<file path="config.mk">
export PLATFORM = sky130hd
export DESIGN_NAME = seq_divider_rnd
export DESIGN_NICKNAME = d
export VERILOG_FILES = /design/src/rtl/seq_divider_rnd.sv
export SDC_FILE = /design/constraint.sdc
export NUM_CORES = 1
export LEC_CHECK = 0
export BUFFER_PORTS_ARGS = -buffer_cell sky130_fd_sc_hd__buf_4
export CAP_MARGIN = 20
export CELL_PAD_IN_SITES_DETAIL_PLACEMENT = 0
export CELL_PAD_IN_SITES_GLOBAL_PLACEMENT = 1
export CORE_UTILIZATION = 43
export DETAILED_ROUTE_END_ITERATION = 12
export PLACE_DENSITY_LB_ADDON = 0.1
export SLEW_MARGIN = 25
export SYNTH_ARGS = -nofsm -noshare
export SYNTH_HDL_FRONTEND = slang
export SYNTH_SLANG_ARGS = --single-unit
</file>
<file path="constraint.sdc">
create_clock -name i_Clk -period 2.2 [get_ports i_Clk]
set_input_delay 0.11 -clock i_Clk [delete_from_list [all_inputs] [get_ports i_Clk]]
set_output_delay 0.11 -clock i_Clk [all_outputs]
set_load 0.05 [all_outputs]
</file>
<file path="src/rtl/seq_divider_rnd.sv">
// Sequential unsigned restoring divider with an optional round-half-up step.
// One quotient bit per clock, MSB first. A start/busy/done handshake carries
// each request. Divide-by-zero skips the iterations and returns a saturated
// quotient with the zero flag set.
module seq_divider_rnd #(
  parameter int DIVIDEND_W = 13,
  parameter int DIVISOR_W  = 5
) (
  input  logic                  i_Clk,
  input  logic                  i_Rst,
  input  logic                  i_Start,
  input  logic                  i_Round,
  input  logic [DIVIDEND_W-1:0] i_Dividendo,
  input  logic [DIVISOR_W-1:0]  i_Divisor,
  output logic                  o_Busy,
  output logic                  o_Done,
  output logic [DIVIDEND_W-1:0] o_Result,
  output logic [DIVISOR_W-1:0]  o_Residuo,
  output logic                  o_DivZero
);

  localparam int CNT_W = $clog2(DIVIDEND_W + 1);

  typedef enum logic [1:0] {
    ST_IDLE  = 2'd0,
    ST_CALC  = 2'd1,
    ST_ROUND = 2'd2
  } state_t;

  state_t state_q, state_d;

  // The dividend register doubles as the quotient register: each iteration
  // shifts one dividend bit out of the top and one quotient bit in at the bottom.
  logic [DIVIDEND_W-1:0] dvd_q, dvd_d;
  logic [DIVISOR_W-1:0]  dvs_q, dvs_d;
  // The remainder is always below the divisor, so DIVISOR_W bits hold it.
  // Only the shifted value needs the extra bit.
  logic [DIVISOR_W-1:0]  rem_q, rem_d;
  logic [CNT_W-1:0]      cnt_q, cnt_d;
  logic                  rnd_q, rnd_d;
  logic                  zero_q, zero_d;

  logic                  busy_q, busy_d;
  logic                  done_q, done_d;
  logic [DIVIDEND_W-1:0] result_q, result_d;
  logic [DIVISOR_W-1:0]  residuo_q, residuo_d;
  logic                  divzero_q, divzero_d;

  logic [DIVISOR_W:0]    rem_shift_s;
  logic                  sub_ok_s;
  logic                  round_up_s;
  logic [DIVIDEND_W-1:0] quot_inc_s;

  // Per-iteration restoring step, plus the rounding decision and saturating increment.
  always_comb begin
    rem_shift_s = {rem_q, dvd_q[DIVIDEND_W-1]};
    sub_ok_s    = (rem_shift_s >= {1'b0, dvs_q});
    round_up_s  = rnd_q && ({rem_q, 1'b0} >= {1'b0, dvs_q});
    if (&dvd_q) begin
      quot_inc_s = dvd_q;
    end else begin
      quot_inc_s = dvd_q + DIVIDEND_W'(1);
    end
  end

  // FSM next-state and datapath/output next values.
  always_comb begin
    state_d   = state_q;
    dvd_d     = dvd_q;
    dvs_d     = dvs_q;
    rem_d     = rem_q;
    cnt_d     = cnt_q;
    rnd_d     = rnd_q;
    zero_d    = zero_q;
    busy_d    = busy_q;
    done_d    = 1'b0;
    result_d  = result_q;
    residuo_d = residuo_q;
    divzero_d = divzero_q;

    case (state_q)
      ST_IDLE: begin
        if (i_Start) begin
          dvd_d  = i_Dividendo;
          dvs_d  = i_Divisor;
          rnd_d  = i_Round;
          rem_d  = {DIVISOR_W{1'b0}};
          busy_d = 1'b1;
          if (i_Divisor == {DIVISOR_W{1'b0}}) begin
            zero_d  = 1'b1;
            cnt_d   = {CNT_W{1'b0}};
            state_d = ST_ROUND;
          end else begin
            zero_d  = 1'b0;
            cnt_d   = CNT_W'(DIVIDEND_W);
            state_d = ST_CALC;
          end
        end else begin
          state_d = ST_IDLE;
        end
      end

      ST_CALC: begin
        if (sub_ok_s) begin
          rem_d = DIVISOR_W'(rem_shift_s - {1'b0, dvs_q});
        end else begin
          rem_d = rem_shift_s[DIVISOR_W-1:0];
        end
        dvd_d = {dvd_q[DIVIDEND_W-2:0], sub_ok_s};
        cnt_d = cnt_q - CNT_W'(1);
        if (cnt_q == CNT_W'(1)) begin
          state_d = ST_ROUND;
        end else begin
          state_d = ST_CALC;
        end
      end

      ST_ROUND: begin
        done_d  = 1'b1;
        busy_d  = 1'b0;
        state_d = ST_IDLE;
        if (zero_q) begin
          result_d  = {DIVIDEND_W{1'b1}};
          residuo_d = {DIVISOR_W{1'b0}};
          divzero_d = 1'b1;
        end else begin
          if (round_up_s) begin
            result_d = quot_inc_s;
          end else begin
            result_d = dvd_q;
          end
          residuo_d = rem_q;
          divzero_d = 1'b0;
        end
      end

      default: begin
        state_d = ST_IDLE;
        busy_d  = 1'b0;
      end
    endcase
  end

  // State, operand and output registers with asynchronous clear.
  always_ff @(posedge i_Clk or posedge i_Rst) begin
    if (i_Rst) begin
      state_q   <= ST_IDLE;
      dvd_q     <= {DIVIDEND_W{1'b0}};
      dvs_q     <= {DIVISOR_W{1'b0}};
      rem_q     <= {DIVISOR_W{1'b0}};
      cnt_q     <= {CNT_W{1'b0}};
      rnd_q     <= 1'b0;
      zero_q    <= 1'b0;
      busy_q    <= 1'b0;
      done_q    <= 1'b0;
      result_q  <= {DIVIDEND_W{1'b0}};
      residuo_q <= {DIVISOR_W{1'b0}};
      divzero_q <= 1'b0;
    end else begin
      state_q   <= state_d;
      dvd_q     <= dvd_d;
      dvs_q     <= dvs_d;
      rem_q     <= rem_d;
      cnt_q     <= cnt_d;
      rnd_q     <= rnd_d;
      zero_q    <= zero_d;
      busy_q    <= busy_d;
      done_q    <= done_d;
      result_q  <= result_d;
      residuo_q <= residuo_d;
      divzero_q <= divzero_d;
    end
  end

  assign o_Busy    = busy_q;
  assign o_Done    = done_q;
  assign o_Result  = result_q;
  assign o_Residuo = residuo_q;
  assign o_DivZero = divzero_q;

endmodule
</file>
After elaboration in Yosys (flattened, before gate mapping). Index checks and enable logic that the tools add are counted.

Bitwise gates (word level): 1. Mux-type cells: 21. Equal/unequal tests: 4. Reductions and logical operators: 8. Add/subtract/negate cells: 3. $lt $le $gt $ge: 2.

Operators by type and width (number): $mux W13 (4); $pmux W13 S2 (1); $mux W5 (3); $add A13 B1 Y13 const B (1); $reduce_and A13 Y1 (1); $ge A6 B5 Y1 (2); $pmux W5 S2 (1); $mux W4 (2); $pmux W4 S2 (1); $mux W2 (3); $reduce_and A2 Y1 (3); $logic_not A5 Y1 (1); $sub A5 B5 Y5 (1); $eq A4 B1 Y1 const B (1); $mux W1 (4); $pmux W2 S2 (1); $sub A4 B1 Y4 const B (1); $eq A2 B1 Y1 const B (1); $eq A2 B2 Y1 const B (1); $logic_not A2 Y1 (1); $ne A2 B2 Y1 const B (1); $pmux W1 S2 (1); $reduce_bool A2 Y1 (1); $logic_and A1 B1 Y1 (1); $not A1 Y1 (1).

Bits in registers: 52. Output and inout bits: 21. Logic and storage cells: 51. Bits of input ports: 22.

Logic depth before layout (Yosys ltp).
Depth after elaboration: 4. Mapped depth: 8. Gate-level depth less buffers: 8.

Worst setup path after synthesis. No wires, ideal clock.

Path type: register to register. Start point: register dvd_q[12]. End point: register rem_q[0]. Setup time: 0.122 ns. Required time: 2.078 ns. Buffers on the path: 0. Path slack: 0.358 ns. Stages on the path, launching flop included: 8. Period minus slack after synthesis: 1.842 ns. Arrival time: 1.720 ns. Cell sequence: dfrtp_1 -> inv_1 -> ha_1 -> fa_1 -> a21oi_1 -> nand2b_1 -> nand2_1 -> a32o_1.

Longest elaborated chain between the ends: 3. Elaborated cells between the ends (all ways): 4. Those cells by class: add/sub (1); order compare (1); mux (2).

Ends and longest elaborated chain: start: declaration (line 34) `logic [DIVIDEND_W-1:0] dvd_q, dvd_d;`; start signal: assignment (line 148) `dvd_q <= {DIVIDEND_W{1'b0}};`; start signal: assignment (line 161) `dvd_q <= dvd_d;`; $sub A5 B5 Y5 / $ge A6 B5 Y1 (equally long branches) (line 105, 57); $mux W5 * (line 104) `if (sub_ok_s) begin`; $pmux W5 S2 * (line 81) `case (state_q)`; end signal: assignment (line 150) `rem_q <= {DIVISOR_W{1'b0}};`; end signal: assignment (line 163) `rem_q <= rem_d;`; end: declaration (line 38) `logic [DIVISOR_W-1:0] rem_q, rem_d;`.

Mark *: on every way between the ends. The rest lies on a longest branch, timed or not. A chain may end at the register's enable or synchronous reset.

Worst setup path in the final report.
Start point: register rem_q[3]. End point: register result_q[11] (netlist: o_Result[11]).

Longest elaborated chain between the ends: 4.

Ends and longest elaborated chain: $ge A6 B5 Y1 (line 58) `round_up_s = rnd_q && ({rem_q, 1'b0} >= {1'b0, dvs_q});`; $logic_and A1 B1 Y1 (line 58); $mux W13 (line 127) `if (round_up_s) begin`; $mux W13 (line 122) `if (zero_q) begin`; end signal: assignment (line 156) `result_q <= {DIVIDEND_W{1'b0}};`; end signal: assignment (line 169) `result_q <= result_d;`; end: declaration (line 45) `logic [DIVIDEND_W-1:0] result_q, result_d;`.

Every way passes these cells.

==> summary.md <==
| Metric | Value |
|---|---|
| Result of the run | `complete, no violations` |
| Count of buffers inserted at the top-level ports | `42` |
| Sequential group share of total power | `34.3%` |
| Power density over cell area | `1510 nW/um2` |
| Die boundary height | `81.8 um` |
| Setup Slack @ Placement | `0.165 ns` |
| Most frequent standard cell in the layout excluding fill and tap cells | `nand2_1` |
| Horizontal extent of the die | `81.8 um` |
| Class of the most critical hold timing path | `in -> reg` |
| Leak pwr | `1.55 nW` |
| Placeable core region | `6030 um2` |
| Post-Syn Nets | `~340` |
| Weighted congestion at the end of routability-driven global placement | `0.865` |
| Worst path arrival time | `2.28 ns` |
| Fraction of layout cells with a size suffix above 1 | `20.2%` |
| Final standard cell utilization of the core | `55.5%` |
| Starting density of the core | `45.4%` |
| CTS tree | `done` |
| Combinational cell fraction of total power | `between 50% and 60%` |
| Count of endpoints failing hold in the final timing report | `0` |
| Number of flops mapped to enable cells by yosys | `0` |
| Switching Fraction | `46.8%` |
| Vias after detailed routing | `2344` |
| Cell row count | `28` |
| Number of warnings reported in the yosys synthesis log | `0` |
| CTS Buf Count | `5` |
| Sinks on Clock Net | `52` |
| Post-route total power | `0.00505 W` |
| Max-Slew Margin vs Limit | `approximately three fifths` |
| Count of inserted antenna diode cells | `0` |
| Sequential share of the synthesized area | `47.5%` |
| Post-detailed-route count of antenna-violating nets | `0` |
| Cell Count, Final, Fillers Out | `about 440` |
| Global-route congestion overflow total | `0` |
| Critical path's slowest cell | `dfrtp_1` |
| Worst IR Drop VDD | `0.000692 V` |
| Number of DRC markers after the initial detailed-route iteration | `117` |
| CTS Root Cell | `clkbuf_8` |
| DRC violations left | `0` |
| Post-synthesis instance area | `2740 um2` |
| Number of nets in the finished design | `391` |
| Mean area per synthesized cell | `8.89 um2` |
| Highest fanout seen on the critical path | `5` |
| Pin slew with the least headroom to its limit | `about 0.59 ns` |
| Crit path capture type | `flop` |
| List of cells traversed by the critical path | `ha_1, nand4b_1, o21bai_4, a2111oi_2, xnor2_1, a21oi_1` |
| Worst path required time | `2.39 ns` |
| Max Slew Vio Count | `0` |
| Antenna violations before repair | `0` |
| Pin count of the biggest net entering global routing | `31` |
| Category of the worst setup path launch point | `flop` |
| Routed length per placed instance | `14.7 um` |
| Buffer count from post-CTS setup fixing | `0` |
| R2R setup slack | `0.10 ns` |
| Type of the worst setup path | `reg -> reg` |
| Switch Pwr | `0.00236 W` |
| Area of the die | `6690 um2` |
| First-pass GRT wire length | `10400 um` |
| H-tree depth | `2` |
| Post-Synthesis Cells | `roughly 310` |
| RSZ-0062 raised after global routing | `false` |
| Sum of net half-perimeters after detailed placement | `4620 um` |
| Highest cell delay on the worst timing path | `0.43 ns` |
| Cell Int Power | `0.00269 W` |
| Commonest cells after routing, fill and taps aside | `nand2_1, buf_4, dfrtp_1, nor2_1, a31oi_1` |
| Async S/R FF share, synth | `100%` |
| Post-Place Cells | `425` |
| Clock share of power | `11.3%` |
| Worst setup slack after layout | `0.104 ns` |
| Final routed wirelength across all metal layers | `6400 um` |
| Vias/cell | `5.38` |
| Clock input transition at the sequential cells of the worst setup and hold paths | `roughly 0.09 ns` |
| Top FF cell, synth | `dfrtp_1` |
| Fin Setup TNS | `0 ns` |
| Highest achievable clock rate | `0.477 GHz` |
| Total of max-cap violations | `0` |
| Count of boundary I/O pins | `43` |
| GRT Overall Usage | `21.0%` |
| Initial DRT Pass Iterations | `5` |
| Clock period minus final worst setup slack | `approximately 2.1 ns` |
| Via count of the first global-routing pass | `around 2100` |
| Final setup fails | `0` |
| Worst-skew pair later-pin latency | `0.31 ns` |
| Layout overhead on the synthesized area | `22.1%` |
| Setup clock skew after layout | `roughly 0.0061 ns` |
| Number of library cell types mapped by synthesis | `49` |
| Period utilization | `95.3%` |
| Clock tree buffer depth | `2` |
| Flip-flop and latch count after synthesis | `52` |
[stage by stage]
step | area (um2) | hold slack, ns
after global routing | 3340 | 0.0221
after global placement | 3200 | 0.211
after floorplan | 2740 | 0.215
after detailed placement | 3200 | 0.215
after CTS | 3320 | 0.00264
final | 3340 | 0.0119
[power by group through the flow]
stage / clock network, W / registers (W) / logic [W]
final: 0.000569 / 0.00173 / 0.00275
after global routing: 0.000625 / 0.00180 / 0.00305
after CTS: 0.000590 / 0.00173 / 0.00269
after detailed placement: 0 / 0.00175 / 0.00268
after global placement: 0 / 0.00174 / 0.00265
after floorplan: 0 / 0.00211 / 0.00157
[layout make-up]
cell class / count / area, um2
multi-input cells: 230 / 1350
inverters: 13 / 48.8
fillers: 578 / 2680
clock buffers: 8 / 90.1
flip-flops and latches: 52 / 1300
well taps: 75 / 93.8
repair buffers: 58 / 455
[metal layers]
layer  vias up  GRT usage [%]  routed length, um
li1       1191              -                  -
met1      1090           29.6               3270
met2        53           31.9               2760
met3        10           4.00                251
met4         0           7.54                112
met5         -              0                  0
[state kept, by name, summed over array words and instances (netlist names)]
signal / count
rem_q: 5
cnt_q: 4
dvd_q: 13
o_Done: 1
o_Busy: 1
o_Result: 13
state_q: 2
dvs_q: 5
o_DivZero: 1
o_Residuo: 5
zero_q: 1
rnd_q: 1
[cell families after synthesis]
logic type / Yosys count / synth area share [%]
AO/OA/AOI/OAI: 77 / 18.8
flip-flops: 52 / 47.5
buffers and inverters: 26 / 3.93
adder cells (fa/ha/maj): 9 / 4.39
XOR/XNOR: 3 / 0.960
AND/OR/NAND/NOR: 141 / 24.4
[path summary, 6_finish.rpt]
kind                                    from      endpoint  cells after the start
worst max-delay path                rem_q[3]  o_Result[11]                      6
worst min-delay path            i_Divisor[2]      dvs_q[2]                      3
worst max register to register      rem_q[3]  o_Result[11]                      6
worst min register to register  o_Residuo[3]  o_Residuo[3]                      2
max in group asynchronous              i_Rst      rem_q[0]                      4
min in group asynchronous              i_Rst  o_Residuo[3]                      3
[repair_timing]
item	CTS	global route
hold endpoints to repair	27	0
gates resized for setup	0	4
setup endpoints to repair	0	8
hold buffers	3	0
[cells in the mapped netlist (all sizes together), types with 4 or more instances]
cell | n | area [um2]
a21oi | 14 | 70.1
nand4 | 6 | 37.5
nand2 | 59 | 221
dfrtp | 52 | 1300
nand3b | 4 | 30.0
nor2 | 34 | 128
a31oi | 20 | 125
ha | 8 | 100
or3 | 9 | 56.3
inv | 12 | 45.0
nor2b | 6 | 37.5
o21ai | 20 | 104
clkbuf | 10 | 37.5
nand2b | 5 | 31.3
nand3 | 5 | 30.0
[worst max-delay path, delay by kind of cell, from the launching register on]
family / cells / cell delay [ns]
XOR/XNOR: 1 / 0.22
adder cells (fa/ha/maj): 1 / 0.36
AO/OA/AOI/OAI: 3 / 0.78
AND/OR/NAND/NOR: 1 / 0.19
flip-flops: 1 / 0.43
Power figures use the tool's default switching activity.
